`src/rtl/muldiv_unit.sv`:
```
// Iterative multiply/divide unit holding the architectural HI/LO registers.
// One operation in flight, one result bit per cycle: W iteration cycles plus
// one finish cycle in which HI/LO are written and done pulses.
// Optional feature: define MULDIV_DIV0_FLAG_EN to add the sticky-per-result
// div0 output, which flags a divide whose divisor was zero.
module muldiv_unit #(
  parameter int unsigned W = 32
) (
  input  logic         clk,
  input  logic         rst,
  input  logic         start,
  input  logic [2:0]   op,
  input  logic [W-1:0] a,
  input  logic [W-1:0] b,
  input  logic         flush,
  output logic         busy,
  output logic         done,
  output logic [W-1:0] hi,
  output logic [W-1:0] lo
`ifdef MULDIV_DIV0_FLAG_EN
  ,
  output logic         div0
`endif
);

  localparam int unsigned CntW = (W > 1) ? $clog2(W) : 1;
  localparam logic [CntW-1:0] CntLast = CntW'(W - 1);

  localparam logic [2:0] OpMult  = 3'b001;
  localparam logic [2:0] OpMultu = 3'b010;
  localparam logic [2:0] OpDiv   = 3'b011;
  localparam logic [2:0] OpDivu  = 3'b100;
  localparam logic [2:0] OpMthi  = 3'b101;
  localparam logic [2:0] OpMtlo  = 3'b110;

  typedef enum logic [1:0] {StIdle, StRun, StFinish} state_e;

  state_e            state_q, state_d;
  logic [CntW-1:0]   cnt_q, cnt_d;
  logic              busy_q, busy_d;
  logic              done_q, done_d;
  logic [W-1:0]      hi_q, hi_d;
  logic [W-1:0]      lo_q, lo_d;
  // work_hi: running partial product / remainder; work_lo: multiplier / quotient.
  logic [W-1:0]      work_hi_q, work_hi_d;
  logic [W-1:0]      work_lo_q, work_lo_d;
  // Multiplicand or divisor magnitude.
  logic [W-1:0]      opnd_q, opnd_d;
  logic              is_div_q, is_div_d;
  logic              neg_res_q, neg_res_d;
  logic              neg_rem_q, neg_rem_d;
  logic              b_zero_q, b_zero_d;
`ifdef MULDIV_DIV0_FLAG_EN
  logic              div0_q, div0_d;
`endif

  // Operand decode and per-iteration datapath.
  logic              is_muldiv_op, is_div_op, signed_op;
  logic [W-1:0]      a_mag, b_mag;
  logic [W:0]        mul_sum;
  logic [W:0]        div_shift;
  logic              div_ge;
  logic [W-1:0]      div_diff;
  logic [2*W-1:0]    prod, prod_fix;
  logic [W-1:0]      quo_fix, rem_fix;

  assign is_div_op    = (op == OpDiv) || (op == OpDivu);
  assign is_muldiv_op = (op == OpMult) || (op == OpMultu) || is_div_op;
  assign signed_op    = (op == OpMult) || (op == OpDiv);
  assign a_mag        = (signed_op && a[W-1]) ? -a : a;
  assign b_mag        = (signed_op && b[W-1]) ? -b : b;

  // Shift-add step: add multiplicand when the multiplier LSB is set, then shift right.
  assign mul_sum   = {1'b0, work_hi_q} + (work_lo_q[0] ? {1'b0, opnd_q} : '0);
  // Restoring step: shift in next dividend bit, subtract divisor if it fits.
  assign div_shift = {work_hi_q, work_lo_q[W-1]};
  assign div_ge    = div_shift >= {1'b0, opnd_q};
  // Result is below the divisor whenever it is used, so W bits suffice.
  assign div_diff  = div_shift[W-1:0] - opnd_q;

  assign prod     = {work_hi_q, work_lo_q};
  assign prod_fix = neg_res_q ? -prod : prod;
  assign quo_fix  = neg_res_q ? -work_lo_q : work_lo_q;
  assign rem_fix  = neg_rem_q ? -work_hi_q : work_hi_q;

  // Next-state logic for the FSM, datapath and architectural registers.
  always_comb begin
    state_d   = state_q;
    cnt_d     = cnt_q;
    busy_d    = busy_q;
    done_d    = 1'b0;
    hi_d      = hi_q;
    lo_d      = lo_q;
    work_hi_d = work_hi_q;
    work_lo_d = work_lo_q;
    opnd_d    = opnd_q;
    is_div_d  = is_div_q;
    neg_res_d = neg_res_q;
    neg_rem_d = neg_rem_q;
    b_zero_d  = b_zero_q;
`ifdef MULDIV_DIV0_FLAG_EN
    div0_d    = div0_q;
`endif
    unique case (state_q)
      StIdle: begin
        if (start && !flush) begin
          if (is_muldiv_op) begin
            state_d   = StRun;
            busy_d    = 1'b1;
            cnt_d     = '0;
            is_div_d  = is_div_op;
            work_hi_d = '0;
            work_lo_d = is_div_op ? a_mag : b_mag;
            opnd_d    = is_div_op ? b_mag : a_mag;
            neg_res_d = signed_op && (a[W-1] ^ b[W-1]);
            neg_rem_d = (op == OpDiv) && a[W-1];
            b_zero_d  = is_div_op && (b == '0);
          end else if (op == OpMthi) begin
            hi_d = a;
          end else if (op == OpMtlo) begin
            lo_d = a;
          end
        end
      end
      StRun: begin
        if (flush) begin
          state_d = StIdle;
          busy_d  = 1'b0;
          cnt_d   = '0;
        end else begin
          if (is_div_q) begin
            work_hi_d = div_ge ? div_diff : div_shift[W-1:0];
            work_lo_d = {work_lo_q[W-2:0], div_ge};
          end else begin
            work_hi_d = mul_sum[W:1];
            work_lo_d = {mul_sum[0], work_lo_q[W-1:1]};
          end
          if (cnt_q == CntLast) begin
            state_d = StFinish;
            cnt_d   = '0;
          end else begin
            cnt_d = cnt_q + CntW'(1);
          end
        end
      end
      StFinish: begin
        state_d = StIdle;
        busy_d  = 1'b0;
        if (!flush) begin
          done_d = 1'b1;
          // Divide by zero leaves HI/LO untouched.
          if (!b_zero_q) begin
            if (is_div_q) begin
              hi_d = rem_fix;
              lo_d = quo_fix;
            end else begin
              {hi_d, lo_d} = prod_fix;
            end
          end
`ifdef MULDIV_DIV0_FLAG_EN
          div0_d = b_zero_q;
`endif
        end
      end
      default: begin
        state_d = StIdle;
        busy_d  = 1'b0;
      end
    endcase
  end

  // State registers with synchronous reset.
  always_ff @(posedge clk) begin
    if (rst) begin
      state_q   <= StIdle;
      cnt_q     <= '0;
      busy_q    <= 1'b0;
      done_q    <= 1'b0;
      hi_q      <= '0;
      lo_q      <= '0;
      work_hi_q <= '0;
      work_lo_q <= '0;
      opnd_q    <= '0;
      is_div_q  <= 1'b0;
      neg_res_q <= 1'b0;
      neg_rem_q <= 1'b0;
      b_zero_q  <= 1'b0;
`ifdef MULDIV_DIV0_FLAG_EN
      div0_q    <= 1'b0;
`endif
    end else begin
      state_q   <= state_d;
      cnt_q     <= cnt_d;
      busy_q    <= busy_d;
      done_q    <= done_d;
      hi_q      <= hi_d;
      lo_q      <= lo_d;
      work_hi_q <= work_hi_d;
      work_lo_q <= work_lo_d;
      opnd_q    <= opnd_d;
      is_div_q  <= is_div_d;
      neg_res_q <= neg_res_d;
      neg_rem_q <= neg_rem_d;
      b_zero_q  <= b_zero_d;
`ifdef MULDIV_DIV0_FLAG_EN
      div0_q    <= div0_d;
`endif
    end
  end

  assign busy = busy_q;
  assign done = done_q;
  assign hi   = hi_q;
  assign lo   = lo_q;
`ifdef MULDIV_DIV0_FLAG_EN
  assign div0 = div0_q;
`endif

endmodule

```
`config.mk`:
```
export PLATFORM = sky130hd
export DESIGN_NAME = muldiv_unit
export DESIGN_NICKNAME = d
export VERILOG_FILES = /design/src/rtl/muldiv_unit.sv
export SDC_FILE = /design/constraint.sdc
export NUM_CORES = 1
export LEC_CHECK = 0
export CAP_MARGIN = 10
export CORE_MARGIN = 4
export CORE_UTILIZATION = 25
export DETAILED_ROUTE_END_ITERATION = 10
export PLACE_DENSITY_LB_ADDON = 0.3
export RECOVER_POWER = 50
export SYNTH_ARGS = -nofsm -noshare
export SYNTH_HDL_FRONTEND = slang
export SYNTH_SLANG_ARGS = --single-unit
```
`constraint.sdc`:
```
create_clock -name clk -period 4.2 [get_ports clk]
set_clock_uncertainty 0.2 [all_clocks]
set_input_delay 0.84 -clock clk [delete_from_list [all_inputs] [get_ports clk]]
set_output_delay 0.84 -clock clk [all_outputs]
set_load 0.03 [all_outputs]
```
# After elaboration in Yosys (flattened, before gate mapping)

Cells that the tools add are included.

Equality and inequality tests: 20
Bitwise logic cells: 2
Muxes and demuxes: 49
Reductions and logical operators: 23
Magnitude comparators: 1
Add/sub/neg operators: 8

Operators with widths:

| kind                  | count |
|---|---|
| $mux W32              | 29 |
| $pmux W32 S2          | 4 |
| $neg A32 Y32          | 4 |
| $mux W64              | 1 |
| $neg A64 Y64          | 1 |
| $add A32 B32 Y33      | 1 |
| $ge A33 B32 Y1        | 1 |
| $logic_not A32 Y1     | 1 |
| $sub A32 B32 Y32      | 1 |
| $mux W5               | 4 |
| $ne A2 B2 Y1 const B  | 10 |
| $reduce_and A3 Y1     | 4 |
| $pmux W5 S2           | 1 |
| $eq A3 B3 Y1 const B  | 3 |
| $mux W2               | 4 |
| $reduce_and A7 Y1     | 1 |
| $eq A3 B2 Y1 const B  | 2 |
| $logic_and A1 B1 Y1   | 6 |
| $reduce_and A6 Y1     | 1 |
| $add A5 B1 Y5 const B | 1 |
| $eq A5 B5 Y1 const B  | 1 |
| $logic_or A1 B1 Y1    | 4 |
| $mux W1               | 4 |
| $pmux W2 S2           | 1 |
| other kinds (12)      | 13 |

Output and inout bits: 66
Bits of input ports: 71
Word-level logic and storage cells: 116
Bits in registers: 173

# Depth between registers and ports, before layout

Depth after elaboration: 8
Gate-level depth with buffers: 14
Gate-level depth less buffers: 13

# Worst setup path before layout

No wires, ideal clock.

Path kind: input-to-reg
Start: input b[8]
End: register work_lo_q[27]
Stages: 9
Library setup time: 0.132 ns
Arrival time: 3.046 ns
Path buffers: 0
Data required time: 3.868 ns
Slack: 0.822 ns
Cell sequence: or4_1 -> or4_1 -> nor3_2 -> nand2_1 -> o41ai_1 -> xor2_1 -> nand2_1 -> a31oi_1 -> nor3_1

Word-level cells in the longest chain between the ends: 6

Ends and longest elaborated chain:

| what                 | RTL line | source |
|---|---|---|
| start, declared      | 14       | `input logic [W-1:0] b,` |
| $neg A32 Y32         | 71       | `assign b_mag = (signed_op && b[W-1]) ? -b : b;` |
| $mux W32             | 71       |  |
| $mux W32             | 113      | `work_lo_d = is_div_op ? a_mag : b_mag;` |
| $mux W32             | 107      | `if (is_muldiv_op) begin` |
| $mux W32             | 106      | `if (start && !flush) begin` |
| $pmux W32 S2         | 104      | `unique case (state_q)` |
| end signal, assigned | 199      | `work_lo_q <= work_lo_d;` |
| end, declared        | 46       | `logic [W-1:0] work_lo_q, work_lo_d;` |

Every way passes these cells. The select of a mux whose other input is x is not followed.
A chain may end at the register's enable or synchronous reset.

# Worst setup path in the final report

Start: register work_lo_q[0]
End: register work_hi_q[25]

Word-level cells in the longest chain between the ends: 5

Ends and longest elaborated chain:

| what                 | RTL line | source |
|---|---|---|
| $mux W32             | 74       | `assign mul_sum = {1'b0, work_hi_q} + (work_lo_q[0] ? {1'b0, opnd_q} : '0);` |
| $add A32 B32 Y33     | 74       |  |
| $mux W32             | 131      | `if (is_div_q) begin` |
| $mux W32             | 126      | `if (flush) begin` |
| $pmux W32 S2         | 104      |  |
| end signal, assigned | 198      | `work_hi_q <= work_hi_d;` |
| end, declared        | 45       | `logic [W-1:0] work_hi_q, work_hi_d;` |

Every way passes these cells. The select of a mux whose other input is x is not followed.

==> reports/metrics.cfg <==
[floorplan]
floorplan.initialDensity=0.252
pin_count=137
dieArea_mm2=0.0633
coreArea_mm2=0.0589
row_count=89
die_w_um=252
die_height_um=252

[hold_path]
hold_path_end=opnd_q[12]
hp-class=flip-flop to flip-flop
min-delay-start=opnd_q[12]
whs_path_depth=2

[cts]
clk_pin_slew_worst_paths_ns=0.08
cts.sinks=173
cts_buffers=17
post_cts_buffers=0
clock_latency_ns=0.46
hold_buffers=0
cts-resized-gates=0
cts_buffer_depth=2
cts_tree=yes
htree_num_levels=4
clockRootBuffer=clkbuf_16

[logic_synthesis]
syn_area_mm2=0.0148
synth.ff_latch_count=173
async_reset_ff_frac=0
syn_inst=2090
synth_edf_count=0
postSynthAreaPerCell_um2=7.10
synth_most_common_cell=nand2_1
synth.distinct_cells=81
ys_top_cells_by_count=nand2_1, nor2_1, a21oi_1, dfxtp_1, clkbuf_1
synth_flop_cell=dfxtp_1
ys_warn_count=0
synth_nets=2233
seq_area_frac_synth=0.234
synth_top_cell_area_share=0.234
synth_area_leaders=dfxtp_1, a21oi_1, nand2_1
yosysTopAreaCell=dfxtp_1

[drt]
via_count=16147
route.detailed.drc=0
wire_per_inst_um=21.1
drt-total-wl_um=63200
drtPass1Iterations=5
drtIter0Drc=1497
vias_per_cell=5.40
detail-route-antenna-nets=0

[power]
p_leak_nw=7.01
netSwitchingFraction=0.365
p_int_mw=3.21
p_switching_mw=1.85
ir_drop_mv=0.303
sequentialPowerShare=0.350
powerDensity_mw_per_mm2=281
p_clk_frac=0.342
p_comb_frac=0.308

[timing]
final_max_slew_viol_count=97
hold_viol_final=0
timing.final.crit_share=0.930
tns_ns=0
finalCriticalPeriod_ns=3.91
slew_headroom=-0.690
worst_pin_slew_ns=2.54
max_freq_ghz=0.256
setup_viol=0
setup_ws_ns=0.292
rsz0062_at_grt=no

[placement]
dp_hpwl_um=50300
place_area_mm2=0.0174
pre_cts_ws_ns=0.130
portBuffers=136
gp_congestion=0.964

[setup_path]
start_kind=flip-flop
r2r_slack_ns=0.29
r2r_start=work_lo_q[0]
slowest_delay_ns=0.62
path_max_fanout=5
reg2reg_depth=13
end_kind=flip-flop
required_ns=4.37
rr_endpoint=work_hi_q[25]
arrival_ns=4.07
path_class=flip-flop to flip-flop
cp_slowest_cell=o21ai_0
path_cells=and2_1 -> ha_1 -> inv_1 -> fa_1 -> nor2b_1 -> o31a_1 -> a21oi_1 -> a21oi_1 -> o21ai_0 -> o21ai_0 -> a21boi_0 -> xor2_1 -> o221ai_1

[global_routing]
grt_usage=0.190
grt_max_degree=64
grt-ovfl-total=0
grt_first_pass_wirelength_um=93300
antenna_found_initial=5
grt_pass1_vias=14866

[flow_run]
drv_cap=2

[final_layout]
fin_nets=2343
area_growth_syn_to_layout_pct=21.4
drive_gt1_frac=0.0795
design_area_mm2=0.0180

[run_status]
violations=capacitance limit, slew limit
outcome=finished with violations

==> cells in the final DEF, fill, tap and decap left out, types with 7 or more instances in the layout <==
master	synthesis	routed
dlygate4sd3_1	0	68
o22ai_1	9	9
a22oi_1	10	10
nor4_1	12	12
o21ai_0	117	117
a311oi_1	32	32
o211ai_1	19	19
xnor2_1	92	92
nand2b_1	10	9
a21o_1	28	28
a211o_1	8	8
inv_1	61	61
xor2_1	71	71
nor2_1	263	263
nand2_1	276	276
mux2_2	7	7
nand3_1	40	40
or3_1	20	20
o41ai_1	15	15
clkbuf_16	0	17
mux2i_1	47	47
and3_1	12	12
a211oi_1	48	48
or4_1	17	17
a31oi_1	25	25
dfxtp_1	173	172
nor2b_1	11	10
ha_1	70	70
a22o_1	11	11
buf_4	0	88
clkdlybuf4s50_1	0	67
and2_1	11	11
o31ai_1	23	23
a21oi_1	219	219
nor3_1	67	67
nand4_1	14	14
o21a_1	14	13
or2_2	7	7
==> registers in the layout, indices dropped and copies added, names as in the netlist, 2 cells and up <==
signal / flops
opnd_q: 32
hi: 32
state_q: 2
work_lo_q: 32
work_hi_q: 32
cnt_q: 5
lo: 32
==> metal layers <==
| metal | vias up | global-route usage | wire (µm) |
|---|---|---|---|
| met2 | 601 | 0.288 | 27100 |
| met4 | 2 | 0.0571 | 1620 |
| li1 | 7741 | - | - |
| met1 | 7735 | 0.277 | 29500 |
| met5 | - | 0 | 13 |
| met3 | 68 | 0.0311 | 4920 |
==> area by class of cell <==
cell class                      count  area (µm²)
Sequential cell                   173        3470
Antenna cell                        2        5.00
Clock inverter                     14         170
Timing Repair Buffer              231        2110
Clock buffer                       18         439
Tap cell                          773         967
Fill cell                        6378       40900
Inverter                           61         229
Multi-Input combinational cell   1716       10600
==> worst max path at each step <==
| stage | startpoint | cells after the start | slack [ns] | end |
|---|---|---|---|---|
| 2_1_floorplan | b[8] | 9 | 0.82 | work_lo_q[27] |
| 3_3_place_gp | b[9] | 10 | 0.14 | work_lo_q[27] |
| 3_5_place_dp | b[9] | 10 | 0.13 | work_lo_q[27] |
| 4_1_cts | opnd_q[19] | 13 | 0.32 | work_hi_q[29] |
| 5_1_grt | opnd_q[19] | 13 | 0.08 | work_hi_q[29] |
| 6_report | work_lo_q[0] | 13 | 0.29 | work_hi_q[25] |
==> kinds of logic after synthesis <==
family / Yosys count / synth area share
xor gates and xnor gates: 163 / 0.0963
DFF: 173 / 0.234
buffers and inverters: 201 / 0.0525
adders and majority gates: 72 / 0.0618
muxes: 54 / 0.0370
and+or+nand+nor: 796 / 0.247
AOI/OAI and AO/OA: 631 / 0.272
==> power groups by stage <==
stage          clock, mW  sequential (mW)  combinational (mW)
6_report            1.73             1.77                1.56
3_5_place_dp           0             1.81                1.53
4_1_cts             1.75             1.77                1.54
2_1_floorplan          0             1.78               0.958
3_3_place_gp           0             1.80                1.53
5_1_grt             1.81             1.77                1.68
==> per-stage QoR <==
step                      power (mW)  cells  hold slack, ns  utilization
after global placement          3.34   2954           0.245        0.296
after CTS                       5.06   2986           0.258        0.306
after detailed placement        3.33   2954           0.247        0.296
after floorplan                 2.73   2090           0.232            -
final                           5.05   2988           0.257        0.306
after global routing            5.26   2987           0.277        0.306
==> worst max-delay path, delay by kind of cell (launching register included) <==
family                   cells  cell delay (ns)
XOR/XNOR                     1             0.19
adder cells (fa/ha/maj)      2             0.59
buffers and inverters        1             0.07
AO/OA/AOI/OAI                7             1.97
flip-flops                   1             0.45
AND/OR/NAND/NOR              2             0.35
(Power assumes the default switching activity.)
